`config.mk`:
```
export PLATFORM = sky130hd
export DESIGN_NAME = router_iact_mc
export DESIGN_NICKNAME = d
export VERILOG_FILES = /design/src/rtl/router_pkg.sv /design/src/rtl/router_fifo.sv /design/src/rtl/router_iact_mc.sv
export SDC_FILE = /design/constraint.sdc
export NUM_CORES = 1
export LEC_CHECK = 0
export BUFFER_PORTS_ARGS = -buffer_cell sky130_fd_sc_hd__buf_2
export CAP_MARGIN = 20
export CORE_MARGIN = 1.5
export CORE_UTILIZATION = 41
export DETAILED_ROUTE_END_ITERATION = 12
export PLACE_DENSITY = 0.71
export SLEW_MARGIN = 20
export SYNTH_ARGS = -nofsm -noshare
export SYNTH_HDL_FRONTEND = slang
export SYNTH_SLANG_ARGS = --single-unit
export TNS_END_PERCENT = 50
```
`constraint.sdc`:
```
create_clock -name clk -period 3.1 [get_ports clk]
set_clock_uncertainty 0.1 [all_clocks]
set_input_delay 0.155 -clock clk [delete_from_list [all_inputs] [get_ports clk]]
set_output_delay 0.155 -clock clk [all_outputs]
set_load 0.01 [all_outputs]
```
`src/rtl/router_pkg.sv`:
```
// router_pkg: shared types and constants for the multicast iact router.
//   - state_e     : controller states (IDLE, RUN, DONE)
//   - GLB_RD_LAT  : iact GLB read latency in cycles (data valid 1 cycle after request)
//   - DEF_*       : default parameter values used by router_iact_mc
//   - count typedefs sized from the default FIFO depth / length width
package router_pkg;

  localparam int DEF_DATA_BITWIDTH     = 16;
  localparam int DEF_ADDR_BITWIDTH_GLB = 10;
  localparam int DEF_LEN_BITWIDTH      = 10;
  localparam int DEF_NUM_DEST          = 3;
  localparam int DEF_FIFO_DEPTH        = 4;

  localparam int GLB_RD_LAT = 1;

  typedef enum logic [1:0] {
    IDLE = 2'd0,
    RUN  = 2'd1,
    DONE = 2'd2
  } state_e;

  typedef logic [$clog2(DEF_FIFO_DEPTH)-1:0] fifo_ptr_t;
  typedef logic [$clog2(DEF_FIFO_DEPTH):0]   fifo_cnt_t;
  typedef logic [DEF_LEN_BITWIDTH-1:0]       len_cnt_t;

endpackage

```
`src/rtl/router_fifo.sv`:
```
// router_fifo: synchronous FIFO, DW bits x DEPTH entries (DEPTH power of 2).
// Ports:
//   clk, rst        clock, asynchronous active-high reset (pointers/count only)
//   push_i          write push_data_i (ignored when full unless popping same cycle)
//   push_data_i     write data
//   pop_i           drop head entry (ignored when empty)
//   head_o          current head entry (stale when empty)
//   count_o         number of stored entries, 0..DEPTH
//   empty_o/full_o  occupancy flags
module router_fifo #(
  parameter int DW    = 16,
  parameter int DEPTH = 4
) (
  input  logic                       clk,
  input  logic                       rst,
  input  logic                       push_i,
  input  logic [DW-1:0]              push_data_i,
  input  logic                       pop_i,
  output logic [DW-1:0]              head_o,
  output logic [$clog2(DEPTH):0]     count_o,
  output logic                       empty_o,
  output logic                       full_o
);
  localparam int PW = $clog2(DEPTH);

  logic [DW-1:0] mem_q [DEPTH];
  logic [PW-1:0] wr_ptr_q, rd_ptr_q;
  logic [PW:0]   count_q;
  logic          do_push, do_pop;

  assign empty_o = (count_q == '0);
  assign full_o  = (count_q == (PW+1)'(DEPTH));
  assign count_o = count_q;
  assign head_o  = mem_q[rd_ptr_q];

  assign do_pop  = pop_i && !empty_o;
  // A push into a full FIFO is legal when the head leaves in the same cycle.
  assign do_push = push_i && (!full_o || do_pop);

  always_ff @(posedge clk or posedge rst) begin
    if (rst) begin
      wr_ptr_q <= '0;
      rd_ptr_q <= '0;
      count_q  <= '0;
    end else begin
      if (do_push) wr_ptr_q <= wr_ptr_q + 1'b1;
      if (do_pop)  rd_ptr_q <= rd_ptr_q + 1'b1;
      case ({do_push, do_pop})
        2'b10:   count_q <= count_q + 1'b1;
        2'b01:   count_q <= count_q - 1'b1;
        default: count_q <= count_q;
      endcase
    end
  end

  always_ff @(posedge clk) begin
    if (do_push) mem_q[wr_ptr_q] <= push_data_i;
  end

endmodule

```
`src/rtl/router_iact_mc.sv`:
```
// router_iact_mc: multicast input-activation router. Streams cfg_len words
// starting at cfg_base_addr from the iact GLB to every PE column selected in
// cfg_dest_mask, through a prefetch FIFO that hides the GLB read latency.
// Ports:
//   clk, reset           clock, asynchronous active-high reset
//   load_spad_ctrl       start pulse, cfg_* sampled on the same edge (ignored while busy)
//   cfg_base_addr/len/dest_mask   transfer configuration
//   read_req_glb_iact, r_addr_glb_iact, r_data_glb_iact   GLB read port
//   w_data_spad          word to scratchpads (FIFO head, holds last value when empty)
//   load_en_spad         per-destination write strobe
//   spad_ready           per-destination ready
//   busy, load_done      status; load_done is a 1-cycle pulse after the last word
//   w_zero_flag          only with IACT_ZERO_FLAG_EN defined: strobe carries a zero word
//   dbg_state            controller state, for observation
// Build option: define IACT_ZERO_FLAG_EN to add the w_zero_flag output.
module router_iact_mc
  import router_pkg::*;
#(
  parameter int DATA_BITWIDTH     = DEF_DATA_BITWIDTH,
  parameter int ADDR_BITWIDTH_GLB = DEF_ADDR_BITWIDTH_GLB,
  parameter int LEN_BITWIDTH      = DEF_LEN_BITWIDTH,
  parameter int NUM_DEST          = DEF_NUM_DEST,
  parameter int FIFO_DEPTH        = DEF_FIFO_DEPTH
) (
  input  logic                         clk,
  input  logic                         reset,
  input  logic                         load_spad_ctrl,
  input  logic [ADDR_BITWIDTH_GLB-1:0] cfg_base_addr,
  input  logic [LEN_BITWIDTH-1:0]      cfg_len,
  input  logic [NUM_DEST-1:0]          cfg_dest_mask,
  output logic                         read_req_glb_iact,
  output logic [ADDR_BITWIDTH_GLB-1:0] r_addr_glb_iact,
  input  logic [DATA_BITWIDTH-1:0]     r_data_glb_iact,
  output logic [DATA_BITWIDTH-1:0]     w_data_spad,
  output logic [NUM_DEST-1:0]          load_en_spad,
  input  logic [NUM_DEST-1:0]          spad_ready,
  output logic                         busy,
  output logic                         load_done,
`ifdef IACT_ZERO_FLAG_EN
  output logic                         w_zero_flag,
`endif
  output state_e                       dbg_state
);
  localparam int CNT_W = $clog2(FIFO_DEPTH) + 1;

  state_e                       state_q, state_d;
  logic [ADDR_BITWIDTH_GLB-1:0] base_q;
  logic [LEN_BITWIDTH-1:0]      len_q;
  logic [LEN_BITWIDTH-1:0]      issued_q, issued_d;
  logic [LEN_BITWIDTH-1:0]      delivered_q, delivered_d;
  logic [NUM_DEST-1:0]          mask_q;
  logic [GLB_RD_LAT-1:0]        infl_q;
  logic [DATA_BITWIDTH-1:0]     last_q;
  logic [DATA_BITWIDTH-1:0]     fifo_head;
  logic [CNT_W-1:0]             fifo_count;
  logic                         fifo_empty, fifo_full;
  logic                         start_ok, fire;

  assign start_ok = (state_q == IDLE) && load_spad_ctrl;

  // Only request when the FIFO has room for everything already in flight
  // plus this word; the full check is a redundant guard.
  assign read_req_glb_iact = (state_q == RUN) && (issued_q < len_q) && !fifo_full &&
                             ((int'(fifo_count) + $countones(infl_q)) < FIFO_DEPTH);
  assign r_addr_glb_iact   = base_q + ADDR_BITWIDTH_GLB'(issued_q);

  // Scratchpad handshake: a word transfers (fire) when the FIFO holds a word
  // (valid) and every destination in the mask is ready in the same cycle;
  // unselected destinations never stall. All selected columns see the word on
  // one cycle, so a word is either taken by all of them or by none.
  assign fire         = (state_q == RUN) && !fifo_empty && (&(spad_ready | ~mask_q));
  assign load_en_spad = {NUM_DEST{fire}} & mask_q;
  assign w_data_spad  = fifo_empty ? last_q : fifo_head;

`ifdef IACT_ZERO_FLAG_EN
  assign w_zero_flag = fire && (w_data_spad == '0);
`endif

  assign busy      = (state_q != IDLE);
  assign load_done = (state_q == DONE);
  assign dbg_state = state_q;

  router_fifo #(
    .DW    (DATA_BITWIDTH),
    .DEPTH (FIFO_DEPTH)
  ) u_fifo (
    .clk         (clk),
    .rst         (reset),
    .push_i      (infl_q[GLB_RD_LAT-1]),
    .push_data_i (r_data_glb_iact),
    .pop_i       (fire),
    .head_o      (fifo_head),
    .count_o     (fifo_count),
    .empty_o     (fifo_empty),
    .full_o      (fifo_full)
  );

  always_comb begin
    state_d     = state_q;
    issued_d    = issued_q;
    delivered_d = delivered_q;
    case (state_q)
      IDLE: begin
        if (load_spad_ctrl) begin
          state_d     = (cfg_len == '0) ? DONE : RUN;
          issued_d    = '0;
          delivered_d = '0;
        end
      end
      RUN: begin
        if (read_req_glb_iact) issued_d = issued_q + 1'b1;
        if (fire) begin
          delivered_d = delivered_q + 1'b1;
          // Leave on the last fire so load_done follows it by one cycle.
          if (delivered_q == len_q - 1'b1) state_d = DONE;
        end
      end
      DONE:    state_d = IDLE;
      default: state_d = IDLE;
    endcase
  end

  always_ff @(posedge clk or posedge reset) begin
    if (reset) begin
      state_q     <= IDLE;
      issued_q    <= '0;
      delivered_q <= '0;
      base_q      <= '0;
      len_q       <= '0;
      mask_q      <= '0;
      infl_q      <= '0;
      last_q      <= '0;
    end else begin
      state_q     <= state_d;
      issued_q    <= issued_d;
      delivered_q <= delivered_d;
      // Shift register of outstanding GLB reads; the oldest bit marks data arriving now.
      infl_q      <= GLB_RD_LAT'({infl_q, read_req_glb_iact});
      if (!fifo_empty) last_q <= fifo_head;
      if (start_ok) begin
        base_q <= cfg_base_addr;
        len_q  <= cfg_len;
        mask_q <= cfg_dest_mask;
      end
    end
  end

endmodule

```
==> results.yml, run 1 <==
timing:
  relSlewSlack_pct: 36.5
  hold_viol: 0
  worst_pin_slew_ns: 0.949
  fin_setup_tns_ns: 0
  final.min_clock_period_ns: 2.92
  setup_slack_ns: 0.181
  setup_viol: 0
  drv_slew: 0
  fmax_ghz: 0.343
  timing.final.crit_share_pct: 94.2
  rsz0062_at_grt: "false"
detailed_routing:
  via_per_inst: 5.27
  vias: 4678
  first_pass_iters: 5
  avgRoutedWirePerCell_um: 16.6
  drt-total-wl_mm: 14.7
  drcViolationCount: 0
  drt-initial-drc-count: 299
  drtAntennaViolNets: 0
placement:
  io_buffer_count: 78
  globalplace.congestion: 0.858
  post-dp-hpwl_mm: 9.94
  place_ws_ns: 0.332
worst_hold_path:
  min_path_type: "input port to flop"
die:
  chipWidth_um: 129
  die_h_um: 129
  num_rows: 46
  die_area_um2: 16800
  start_util_pct: 41.6
  core-area_um2: 15800
  num_io_pins: 79
synth:
  synth-adder-area-share_pct: 5.38
  synth_top_family_by_area: "simple AND/OR/NAND/NOR gates"
  syn_avg_cell_area_um2: 12.3
  synthMuxAreaShare_pct: 9.07
  ys.flop_type: "dfrtp_1"
  async_flop_share_pct: 51.9
  yosys.area_share.xor_xnor_pct: 4.28
  synth_nets: 603
  seq_area_frac_synth_pct: 55.7
  synth-seq-cells: 133
  synth_area_um2: 6560
  yosys_warnings: 0
  synth_compound_area_share_pct: 8.32
  synthSimpleGateAreaFrac_pct: 14.2
  synth_edf_count: 64
  ys_types: 61
  postSynthCellCount: 531
global_routing:
  grtUsageMet1_pct: 21.7
  grt_pass1_vias: 4931
  grt_max_degree: 29
  gr-usage-all-layers_pct: 18.9
  busiest_layer: "met2"
  antenna_found_initial: 0
  grt_pass1_wl_mm: 23.9
  globalRouteMet3Util_pct: 5.16
  grt_overflow: 0
  grtUsageMet2_pct: 33.1
finish:
  area_delta_synth_final_pct: 24.8
  n_fill_cell: 1379
  drive_gt1_share_pct: 25.0
  nets: 731
  multiInputGateArea_um2: 2710
  diodes: 0
  regArea_um2: 3650
power_and_ir_drop:
  peakVddDrop_mv: 0.565
  power_per_cell_area_nw_per_um2: 931
  leakage_nw: 3.36
clocking:
  clock_sinks: 133
  root_buffer: "clkbuf_16"
  clock_path_buffers: 2
  cts_buffers: 17
  cts_setup_buffers: 0
  path_clk_slew_ns: 0.06
  cts_tree: "built"
  htree_levels: 4
  clock_latency_ns: 0.42
setup_path:
  setup.worst_path.class: "flop to primary output"
  path_buf_inv: 1
  cp_slowest_cell: "or4_1"
  cp-start-kind: "flop"
  cp_data_arrival_time_ns: 2.66
  path_cells: "ha_1, a21o_1, a21oi_1, o21ai_0, or4_1, and3_1, a211oi_1, buf_2"
  path_delay_family: "compound AO/OA/AOI/OAI gates"
  max_stage_delay_ns: 0.45
  critPathCaptureType: "primary output"
  required_ns: 2.84
  path_max_fanout: 6
status:
  outcome: "complete, no violations"
flow_run:
  maxCapViolCount: 0
## logic make-up (layout without fill, tap and decap cells)
| family | after synthesis | after routing |
|---|---|---|
| multiplexers | 36 | 36 |
| AO/OA/AOI/OAI | 80 | 80 |
| buffers and inverters | 49 | 190 |
| adder cells (fa/ha/maj) | 27 | 27 |
| XOR/XNOR | 32 | 32 |
| flip-flops | 133 | 133 |
| AND/OR/NAND/NOR | 174 | 174 |
## through the flow
stage | cell area [um^2] | util [%] | hold slack (ns) | cells | power (W)
2_1_floorplan | 6560 | - | 0.154 | 531 | 0.00477
3_3_place_gp | 7210 | 45.7 | 0.176 | 815 | 0.00556
3_5_place_dp | 7210 | 45.7 | 0.177 | 815 | 0.00570
4_1_cts | 8180 | 51.9 | 0.173 | 888 | 0.00769
5_1_grt | 8180 | 51.9 | 0.204 | 888 | 0.00810
6_report | 8180 | 51.9 | 0.188 | 888 | 0.00762
## where the power goes
group / switching [W] / internal [W] / total, W
sequential: 0.000473 / 0.00240 / 0.00287
combinational: 0.00149 / 0.00135 / 0.00284
clock: 0.000781 / 0.00113 / 0.00191
total: 0.00275 / 0.00488 / 0.00762
## tightest hold or removal path, cell delays in order
cell,delay [ns]
buf_2,0.11
inv_1,0.08
a2111oi_4,0.10
nand3b_2,0.14
o21ai_0,0.08
## cell type report
| type | instances | share of cell area, % |
|---|---|---|
| sequential | 133 | 44.6 |
| clock inverter | 14 | 1.51 |
| timing repair buffer | 132 | 11.0 |
| inverter | 26 | 1.19 |
| multi-input combinational | 349 | 33.1 |
| clock buffer | 18 | 5.37 |
| tap | 216 | 3.30 |
## flip-flops by register name (all words and copies together) (netlist names), 3 cells and up
register	flops
delivered_q	10
len_q	10
mask_q	3
u_fifo.count_o	3
u_fifo.mem_q	64
last_q	16
issued_q	10
base_q	10
## Yosys cell counts (3+ instances only)
cell	number	share of area, %
dfrtp_1	69	26
nand2_1	68	3.9
edfxtp_1	64	29
o21ai_0	29	2.2
inv_1	26	1.5
xnor2_1	26	3.5
ha_1	25	4.8
nor2_1	23	1.3
mux2_2	17	2.9
mux4_2	16	5.5
nor3_1	14	1.1
a21oi_1	13	0.99
clkbuf_1	13	0.74
and2_1	10	0.95
nand3_1	10	0.76
nand4_1	10	0.95
nor2b_1	7	0.67
a2111o_1	6	1.0
and3_1	6	0.57
xor2_1	6	0.80
a211oi_1	5	0.57
buf_2	4	0.31
nand2b_1	4	0.38
nor4_1	4	0.38
o21a_1	4	0.46
buf_1	3	0.17
nor4b_4	3	1.1
or4_1	3	0.34
## cell usage in the layout, fill, tap and decap left out, drive strengths merged, types with 4 or more instances in the layout
master,synthesis,layout
nor4b,4,4
nor2b,7,7
nand2,68,68
clkinv,0,7
and2,10,10
nor2,23,23
xor2,6,6
buf,9,91
xnor2,26,26
and3,6,6
o21a,4,4
a2111o,6,6
nand3,10,10
clkbuf,14,18
nor3,15,15
mux2,17,17
edfxtp,64,64
inv,26,31
dfrtp,69,69
nand4,10,10
mux4,16,16
nand2b,4,4
nor4,5,5
dlygate4sd3,0,41
ha,25,25
o21ai,31,31
a21oi,14,14
a211oi,5,5
## worst paths after layout
| check | start | to | slack, ns | cells past startpoint |
|---|---|---|---|---|
| max in group asynchronous | reset | len_q[8] | 1.90 | 4 |
| min | spad_ready[0] | delivered_q[0] | 0.19 | 5 |
| max reg2reg | u_fifo.count_o[2] | u_fifo.count_o[2] | 0.31 | 9 |
| min reg2reg | base_q[3] | base_q[3] | 0.38 | 2 |
| min in group asynchronous | reset | last_q[8] | 0.25 | 3 |
| max | issued_q[1] | r_addr_glb_iact[9] | 0.18 | 8 |
## per-layer routing
| metal | routed length, um | up-vias | part of all wire [%] |
|---|---|---|---|
| li1 | - | 2202 | - |
| met1 | 6290 | 2303 | 43 |
| met2 | 7510 | 144 | 51 |
| met3 | 652 | 29 | 4.4 |
| met4 | 289 | 0 | 2.0 |
| met5 | 0 | - | 0 |
## timing repair
item | in CTS | in global routing
endpoints found under the hold margin | 112 | 0
setup endpoints to repair | 0 | 2
hold buffers | 41 | 0
gates resized for setup | 0 | 1
No activity file was read; power rests on OpenSTA's default activity.
==> run 2: changes to the inputs <==
--- a/config.mk
+++ b/config.mk
@@ -5,12 +5,12 @@
 export SDC_FILE = /design/constraint.sdc
 export NUM_CORES = 1
 export LEC_CHECK = 0
-export BUFFER_PORTS_ARGS = -buffer_cell sky130_fd_sc_hd__buf_2
 export CAP_MARGIN = 20
 export CORE_MARGIN = 1.5
 export CORE_UTILIZATION = 41
+export CTS_CLUSTER_DIAMETER = 30
 export DETAILED_ROUTE_END_ITERATION = 12
-export PLACE_DENSITY = 0.71
+export DONT_BUFFER_PORTS = 1
 export SLEW_MARGIN = 20
 export SYNTH_ARGS = -nofsm -noshare
 export SYNTH_HDL_FRONTEND = slang
==> results.yml, run 2 (same netlist as run 1, synthesis figures left out) <==
status:
  outcome: "complete, no violations"
placement:
  dp.cells: 734
  io_buffer_count: 0
  post-dp-hpwl_mm: 9.22
  globalplace.congestion: 0.828
timing:
  rsz0062_at_grt: "false"
  fmax_ghz: 0.350
  relSlewSlack_pct: 34.6
  worst_pin_slew_ns: 0.975
  hold_viol: 0
  fin_setup_tns_ns: 0
  setup_viol: 0
  drv_slew: 0
  final.min_clock_period_ns: 2.86
  timing.final.crit_share_pct: 92.2
  hold_ws_ns: 0.0930
die:
  num_io_pins: 79
  chipWidth_um: 129
  start_util_pct: 41.6
  num_rows: 46
  die_h_um: 129
  die_area_um2: 16800
  core-area_um2: 15800
setup_path:
  reg2reg_to: "u_fifo.count_o[2]"
  r2r_start: "u_fifo.count_o[2]"
  startpoint: "issued_q[1]"
  critPathCaptureType: "primary output"
  cp_data_arrival_time_ns: 2.60
  path_max_fanout: 6
  setup.worst_path.class: "flop to primary output"
  rr_worst_depth: 9
  required_ns: 2.84
  crit_end: "r_addr_glb_iact[9]"
  reg2reg_slack_ns: 0.40
  cp-start-kind: "flop"
power_and_ir_drop:
  fin_total_pwr_w: 0.00732
  comb_power_share_pct: 34.5
  p_switching_w: 0.00267
  power_per_cell_area_nw_per_um2: 941
  clockPowerShare_pct: 26.4
  seq_power_share_pct: 39.1
  peakVddDrop_mv: 0.528
  swShare_pct: 36.5
  leakage_nw: 3.03
  p_int_w: 0.00465
finish:
  n_fill_cell: 1408
  most-common-layout-cells: "nand2_1 (68), dfrtp_1 (68), edfxtp_1 (64), dlygate4sd3_1 (41), o21ai_0 (29)"
  area_delta_synth_final_pct: 18.7
  post-route-util_pct: 49.3
  drive_gt1_share_pct: 14.9
  largest_reg_flops: 64
  regMostFlops: "u_fifo.mem_q"
  top_regs: "u_fifo.mem_q: 64 flops, last_q: 16 flops"
  diodes: 0
  final_cells: 807
  nets: 650
clocking:
  clock_latency_ns: 0.42
  clock_sinks: 133
  path_clk_slew_ns: 0.06
  clock_path_buffers: 2
  cts_buffers: 17
  root_buffer: "clkbuf_16"
  cts_tree: "built"
  htree_levels: 4
  cts_setup_buffers: 0
global_routing:
  grt_pass1_vias: 4424
  gr-usage-all-layers_pct: 17.8
  grtUsageMet2_pct: 30.2
  grt_overflow: 0
  grt_pass1_wl_mm: 22.3
  antenna_found_initial: 0
  busiest_layer: "met2"
  grtUsageMet1_pct: 21.3
  globalRouteMet3Util_pct: 5.57
  grt_max_degree: 70
detailed_routing:
  drcViolationCount: 0
  via_per_inst: 5.33
  drt-initial-drc-count: 256
  avgRoutedWirePerCell_um: 17.3
  drtAntennaViolNets: 0
  first_pass_iters: 4
  vias: 4302
  drt-total-wl_mm: 14.0
worst_hold_path:
  min_path_type: "input port to flop"
  hold_depth: 4
flow_run:
  maxCapViolCount: 0
run 2: cell count changes in the layout (fill, tap and decap cells not counted), moves of 2 or more:
cell,previous run,this run
buf_2,78,0
clkinv_2,5,1
buf_4,13,10
clkinvlp_4,1,3
inv_6,5,7
run 2: cell type report:
class / instances / area [um^2] / area share, %
sequential: 133 / 3650 / 46.9
multi-input combinational: 349 / 2710 / 34.8
timing repair buffer: 51 / 485 / 6.24
clock buffer: 18 / 429 / 5.52
tap: 216 / 270 / 3.47
clock inverter: 14 / 139 / 1.78
inverter: 26 / 97.6 / 1.25
run 2: power by group through the flow:
stage / combinational, W / sequential [W] / clock [W]
finish: 0.00253 / 0.00286 / 0.00193
global route: 0.00284 / 0.00293 / 0.00205
CTS: 0.00256 / 0.00287 / 0.00198
detailed placement: 0.00250 / 0.00290 / 0
global placement: 0.00244 / 0.00287 / 0
floorplan: 0.00210 / 0.00268 / 0
run 2: per-stage QoR:
stage | area [um^2] | setup slack [ns]
floorplan | 6560 | 0.693
global placement | 6800 | 0.541
detailed placement | 6800 | 0.399
CTS | 7770 | 0.0680
global route | 7780 | 0.0623
finish | 7780 | 0.243
run 2: worst min path at each step:
stage,from,end
floorplan,r_data_glb_iact[0],u_fifo.mem_q[0][0]
global placement,r_data_glb_iact[15],u_fifo.mem_q[2][15]
detailed placement,r_data_glb_iact[11],u_fifo.mem_q[3][11]
CTS,spad_ready[0],u_fifo.rd_ptr_q[0]
global route,spad_ready[0],u_fifo.rd_ptr_q[0]
finish,spad_ready[0],u_fifo.rd_ptr_q[0]
run 2: what timing repair did:
item,in CTS,in global routing
hold buffers,41,0
endpoints found under the hold margin,159,0
endpoints found under the setup margin,0,3
gates resized for setup,0,3
run 2: critical path, stage by stage, from the launching register on:
cell      delay (ns)
dfrtp_1         0.46
ha_1            0.30
a21o_1          0.18
a21oi_1         0.22
o21ai_0         0.17
or4_1           0.45
and3_1          0.18
a211oi_2        0.24
run 2: metal layers:
layer / wire length [um] / share of wire [%] / up-vias
met1: 5890 / 42 / 2137
met2: 7030 / 50 / 118
met4: 183 / 1.3 / 0
met3: 854 / 6.1 / 14
met5: 0 / 0 / -
li1: - / - / 2033
